$ cat config.mk
export PLATFORM = sky130hd
export DESIGN_NAME = uart_tx_core
export DESIGN_NICKNAME = d
export VERILOG_FILES = /design/src/rtl/uart_test_pkg.sv /design/src/rtl/uart_tx_core.sv
export SDC_FILE = /design/constraint.sdc
export NUM_CORES = 1
export LEC_CHECK = 0
export BUFFER_PORTS_ARGS = -buffer_cell sky130_fd_sc_hd__buf_4
export CORE_MARGIN = 2
export CORE_UTILIZATION = 55
export DETAILED_ROUTE_END_ITERATION = 6
export PLACE_DENSITY_LB_ADDON = 0.2
export SKIP_LAST_GASP = 1
export SLEW_MARGIN = 10
export SYNTH_ARGS = -nofsm -noshare
export SYNTH_HDL_FRONTEND = slang
export SYNTH_SLANG_ARGS = --single-unit
$ cat constraint.sdc
create_clock -name clk -period 2.5 [get_ports clk]
set_input_delay 0.5 -clock clk [delete_from_list [all_inputs] [get_ports clk]]
set_output_delay 0.5 -clock clk [all_outputs]
set_load 0.02 [all_outputs]
$ cat src/rtl/uart_test_pkg.sv
// Shared definitions for the UART greeting/echo block: bit-period derivation,
// greeting ROM and FSM state encodings.
package uart_test_pkg;

    typedef enum logic [1:0] {StIdle, StSend, StWait} ctrl_state_e;

    typedef enum logic [2:0] {RxIdle, RxStart, RxData, RxStop, RxWaitHigh} rx_state_e;

    localparam logic [3:0] GreetLast = 4'd12;
    // Index value meaning "all bytes handed over, waiting for the last frame to drain".
    localparam logic [3:0] GreetDone = 4'd13;

    function automatic int unsigned calc_cycle(input int unsigned clk_fre,
                                               input int unsigned baud_rate);
        return (clk_fre * 1_000_000) / baud_rate;
    endfunction

    // "HELLO ALINX\r\n"
    function automatic logic [7:0] greet_byte(input logic [3:0] idx);
        case (idx)
            4'd0:    return 8'h48;
            4'd1:    return 8'h45;
            4'd2:    return 8'h4C;
            4'd3:    return 8'h4C;
            4'd4:    return 8'h4F;
            4'd5:    return 8'h20;
            4'd6:    return 8'h41;
            4'd7:    return 8'h4C;
            4'd8:    return 8'h49;
            4'd9:    return 8'h4E;
            4'd10:   return 8'h58;
            4'd11:   return 8'h0D;
            default: return 8'h0A;
        endcase
    endfunction

endpackage

$ cat src/rtl/uart_tx_core.sv
// 8N1 serial transmitter: accepts a byte only while idle, drives each bit for CYCLE clocks.
module uart_tx_core
    import uart_test_pkg::*;
#(
    parameter int unsigned CYCLE = 434
) (
    input  logic       clk,
    input  logic       rst_n,
    input  logic [7:0] tx_data,
    input  logic       tx_valid,
    output logic       tx_ready,
    output logic       tx_line
);

    localparam int unsigned CntW = (CYCLE > 2) ? $clog2(CYCLE) : 1;
    localparam logic [CntW-1:0] CntMax = CntW'(CYCLE - 1);

    logic            busy_q, busy_d;
    logic [9:0]      frame_q, frame_d;
    logic [3:0]      bit_q, bit_d;
    logic [CntW-1:0] cnt_q, cnt_d;

    always_comb begin
        busy_d  = busy_q;
        frame_d = frame_q;
        bit_d   = bit_q;
        cnt_d   = cnt_q;
        if (!busy_q) begin
            if (tx_valid) begin
                busy_d  = 1'b1;
                frame_d = {1'b1, tx_data, 1'b0};
                bit_d   = 4'd0;
                cnt_d   = '0;
            end
        end else if (cnt_q == CntMax) begin
            cnt_d   = '0;
            frame_d = {1'b1, frame_q[9:1]};
            if (bit_q == 4'd9) begin
                busy_d = 1'b0;
            end else begin
                bit_d = bit_q + 4'd1;
            end
        end else begin
            cnt_d = cnt_q + 1'b1;
        end
    end

    always_ff @(posedge clk or negedge rst_n) begin
        if (!rst_n) begin
            busy_q  <= 1'b0;
            frame_q <= '1;
            bit_q   <= 4'd0;
            cnt_q   <= '0;
        end else begin
            busy_q  <= busy_d;
            frame_q <= frame_d;
            bit_q   <= bit_d;
            cnt_q   <= cnt_d;
        end
    end

    // The idle cycle after each stop bit guarantees at least one high clock between frames.
    assign tx_ready = !busy_q;
    assign tx_line  = busy_q ? frame_q[0] : 1'b1;

endmodule

==> flow_metrics.py <==
metrics = {
    "clock_network": {
        "clock-sinks": 23,
        "postCtsSetupRepairBufs": 0,
        "insertion_delay_ns": 0.32,
        "clkTransAtPathRegs_ns": 0.13,
        "cts.hold.buffers_added": 0,
        "cts_root_buf": "sky130_fd_sc_hd__clkbuf_4",
        "numCtsBuffers": 3,
        "cts_resized": 0,
        "ctsHtreeMaxLevel": 1,
        "clock_tree_from_tritoncts": "yes",
        "ctsLongestPathBuffers": 2,
    },
    "floorplanning": {
        "die-width_microns": 50.8,
        "initial_core_util": 0.596,
        "floorplan.die.height_microns": 50.8,
        "num_rows": 16,
        "core_area_sq_mm": 0.00202,
        "pin_count": 13,
        "die_outline_area_sq_mm": 0.00258,
    },
    "timing": {
        "skew_ns": 0.0120,
        "max_slew.worst_pin.slew_ns": 0.573,
        "achievable-frequency_mhz": 446,
        "timing.max_slew.rel_slack": 0.617,
        "timing.final.crit_period_ns": 2.24,
        "final-max-slew-violation-count": 0,
        "setup_repair_after_global_routing_missed_its_margin": "false",
        "setup_total_negative_slack_ns": 0,
        "final.period_utilization": 0.897,
        "setup_viol": 0,
        "report.final.hold_viol_count": 0,
    },
    "pwr": {
        "total_power_w": 0.000927,
        "power-per-cell-area_mw_per_mm2": 700,
        "peakVddDrop_v": 0.000551,
        "power.leakage_nw": 0.544,
    },
    "global_routing": {
        "grt_pass1_vias": 935,
        "grt_first_pass_wirelength_microns": 4080,
        "grt.total_usage": 0.210,
        "grt_start_max_net_pins": 24,
        "globalRoute.totalOverflow": 0,
        "grt_antenna_before_repair": 0,
    },
    "critical_path": {
        "startpoint_type_of_the_worst_setup_path": "flip-flop",
        "cp.arrival_ns": 2.44,
        "worst-path-max-fanout": 19,
        "critical-path-top-delay-family": "simple AND/OR/NAND/NOR gates",
        "slowest_stage_cell_cp": "sky130_fd_sc_hd__or4b_1",
        "crit_path_max_incr_delay_ns": 0.64,
        "timing.critical_path.cells": "or4b_1, or3_1, o211ai_1, o31ai_2",
        "critical_path_data_required_time_ns": 2.69,
        "critPathKind": "reg -> reg",
        "endpoint_kind": "flip-flop",
        "critical_path_buf_inv_count": 0,
    },
    "layout": {
        "layout.filler_cells": 177,
        "layout.cells.most_common": "sky130_fd_sc_hd__nor2_1",
        "layout-drive-gt1-share": 0.200,
        "multiInputGateArea_sq_um": 557,
        "register_area_sq_um": 587,
        "final_net_count": 156,
        "stdcell_area_sq_mm": 0.00132,
        "antenna_cells_inserted": 0,
        "layout_common_cells": "16 x sky130_fd_sc_hd__nor2_1, 14 x sky130_fd_sc_hd__dfrtp_1, 13 x sky130_fd_sc_hd__a21oi_1, 13 x sky130_fd_sc_hd__buf_4, 10 x sky130_fd_sc_hd__nand2_1",
        "layout-area-overhead-vs-synth_pct": 9.87,
    },
    "placement": {
        "post_dp_cell_area_sq_mm": 0.00129,
        "gp_congestion": 0.820,
        "post-dp-hpwl_microns": 1620,
        "numPortBuffers": 12,
    },
    "worst_hold_path": {
        "timing.hold.worst.class": "in -> async",
    },
    "logic_synthesis": {
        "synth-xor-area-share": 0.0145,
        "avgSynthCellArea_sq_um": 9.34,
        "synth_cell_type_count": 35,
        "synthAdderAreaFrac": 0.0415,
        "synth-edff-count": 0,
        "synth-main-ff-cell": "sky130_fd_sc_hd__dfrtp_1",
        "syn_inst": 129,
        "synth-compound-area-share": 0.193,
        "synth_seq_cells": 23,
        "postSynthNetCount": 144,
        "async_flop_share": 1.00,
        "combinational_family_with_the_most_area_after_synthesis": "simple AND/OR/NAND/NOR gates",
        "synth.area.mux_share": 0,
        "synth_warnings": 0,
        "synthSimpleGateAreaFrac": 0.213,
        "part_of_the_yosys_area_used_for_sequential_elements": 0.487,
        "syn-cell-area_sq_mm": 0.00120,
    },
    "job": {
        "drv_cap": 0,
    },
    "route": {
        "routed_via_density": 6.01,
        "detail_route.first_pass.iterations": 4,
        "route.vias.total": 1004,
        "drtIter0Drc": 12,
        "detail-route-antenna-nets": 0,
        "wire_per_inst_microns": 13.9,
        "remaining_drc_errors": 0,
        "wl_microns": 2310,
    },
    "status": {
        "status": "complete, no violations",
    },
}
-- registers in the layout, summed over array words and instances (netlist names) --
signal   flops
cnt_q        9
busy_q       1
bit_q        4
frame_q      9
-- cells by family after synthesis --
logic type / Yosys count
and+or+nand+nor: 50
xor gates and xnor gates: 2
DFF: 23
adders and majority gates: 4
AOI/OAI and AO/OA: 39
buffers and inverters: 11
-- final timing paths --
check | startpoint | to | slack (ns) | cells after the start
max in group asynchronous | rst_n | frame_q[8]$_DFFE_PN1P_ | 2.16 | 1
min reg2reg | frame_q[0]$_DFFE_PN1P_ | frame_q[0]$_DFFE_PN1P_ | 0.50 | 2
max | cnt_q[6]$_DFFE_PN0P_ | bit_q[1]$_DFFE_PN0P_ | 0.26 | 4
max reg2reg | cnt_q[6]$_DFFE_PN0P_ | bit_q[1]$_DFFE_PN0P_ | 0.26 | 4
min | rst_n | cnt_q[6]$_DFFE_PN0P_ | 0.04 | 1
min in group clk | tx_data[1] | frame_q[2]$_DFFE_PN1P_ | 0.43 | 3
-- power by group --
group	internal (W)	total, W	switching, W	leakage [nW]
clock network	0.0000611	0.000177	0.000116	0.0139
registers	0.000466	0.000568	0.000102	0.264
logic	0.0000956	0.000181	0.0000856	0.266
-- metal layers --
metal  part of all wire  vias up  GRT usage
met5                  0        -          0
met4             0.0095        0     0.0541
met3              0.031        5     0.0625
met2               0.47       10      0.344
met1               0.48      495      0.273
li1                   -      494          -
-- Yosys cell counts, types with 2 or more instances --
library cell               instances  area, sq um
sky130_fd_sc_hd__nor2_1           16         60.1
sky130_fd_sc_hd__dfrtp_1          14          350
sky130_fd_sc_hd__a21oi_1          13         65.1
sky130_fd_sc_hd__nand2_1          10         37.5
sky130_fd_sc_hd__dfstp_2           9          236
sky130_fd_sc_hd__o22ai_1           9         56.3
sky130_fd_sc_hd__o21ai_0           7         35.0
sky130_fd_sc_hd__nand3_1           6         30.0
sky130_fd_sc_hd__ha_1              4         50.1
sky130_fd_sc_hd__inv_1             4         15.0
sky130_fd_sc_hd__clkbuf_1          3         11.3
sky130_fd_sc_hd__nor3_1            3         15.0
sky130_fd_sc_hd__o211ai_1          3         22.5
sky130_fd_sc_hd__or3_1             3         18.8
sky130_fd_sc_hd__a31oi_1           2         12.5
sky130_fd_sc_hd__and4_1            2         17.5
sky130_fd_sc_hd__nand4_1           2         12.5
sky130_fd_sc_hd__xnor2_1           2         17.5
-- area by class of cell --
type / instances / share of cell area
Clock inverter: 1 / 0.00567
Multi-Input combinational cell: 95 / 0.421
Clock buffer: 3 / 0.0170
Inverter: 5 / 0.0142
Sequential cell: 23 / 0.443
Timing Repair Buffer: 13 / 0.0737
Tap cell: 27 / 0.0255
-- per-stage QoR --
step                      setup slack, ns  std cells  hold WS (ns)  utilization
after floorplan                     0.571        129         0.204            -
after global placement              0.341        163         0.409        0.640
after detailed placement            0.289        163         0.406        0.640
after CTS                           0.250        167        0.0368        0.655
after global routing                0.125        167        0.0407        0.655
final                               0.256        167        0.0394        0.655
-- worst reg2reg max path: stages, from the launching register on --
cell and delay [ns]:
sky130_fd_sc_hd__dfrtp_1 0.45, sky130_fd_sc_hd__or4b_1 0.64, sky130_fd_sc_hd__or3_1 0.64, sky130_fd_sc_hd__o211ai_1 0.30, sky130_fd_sc_hd__o31ai_2 0.10
(Power assumes the default switching activity.)
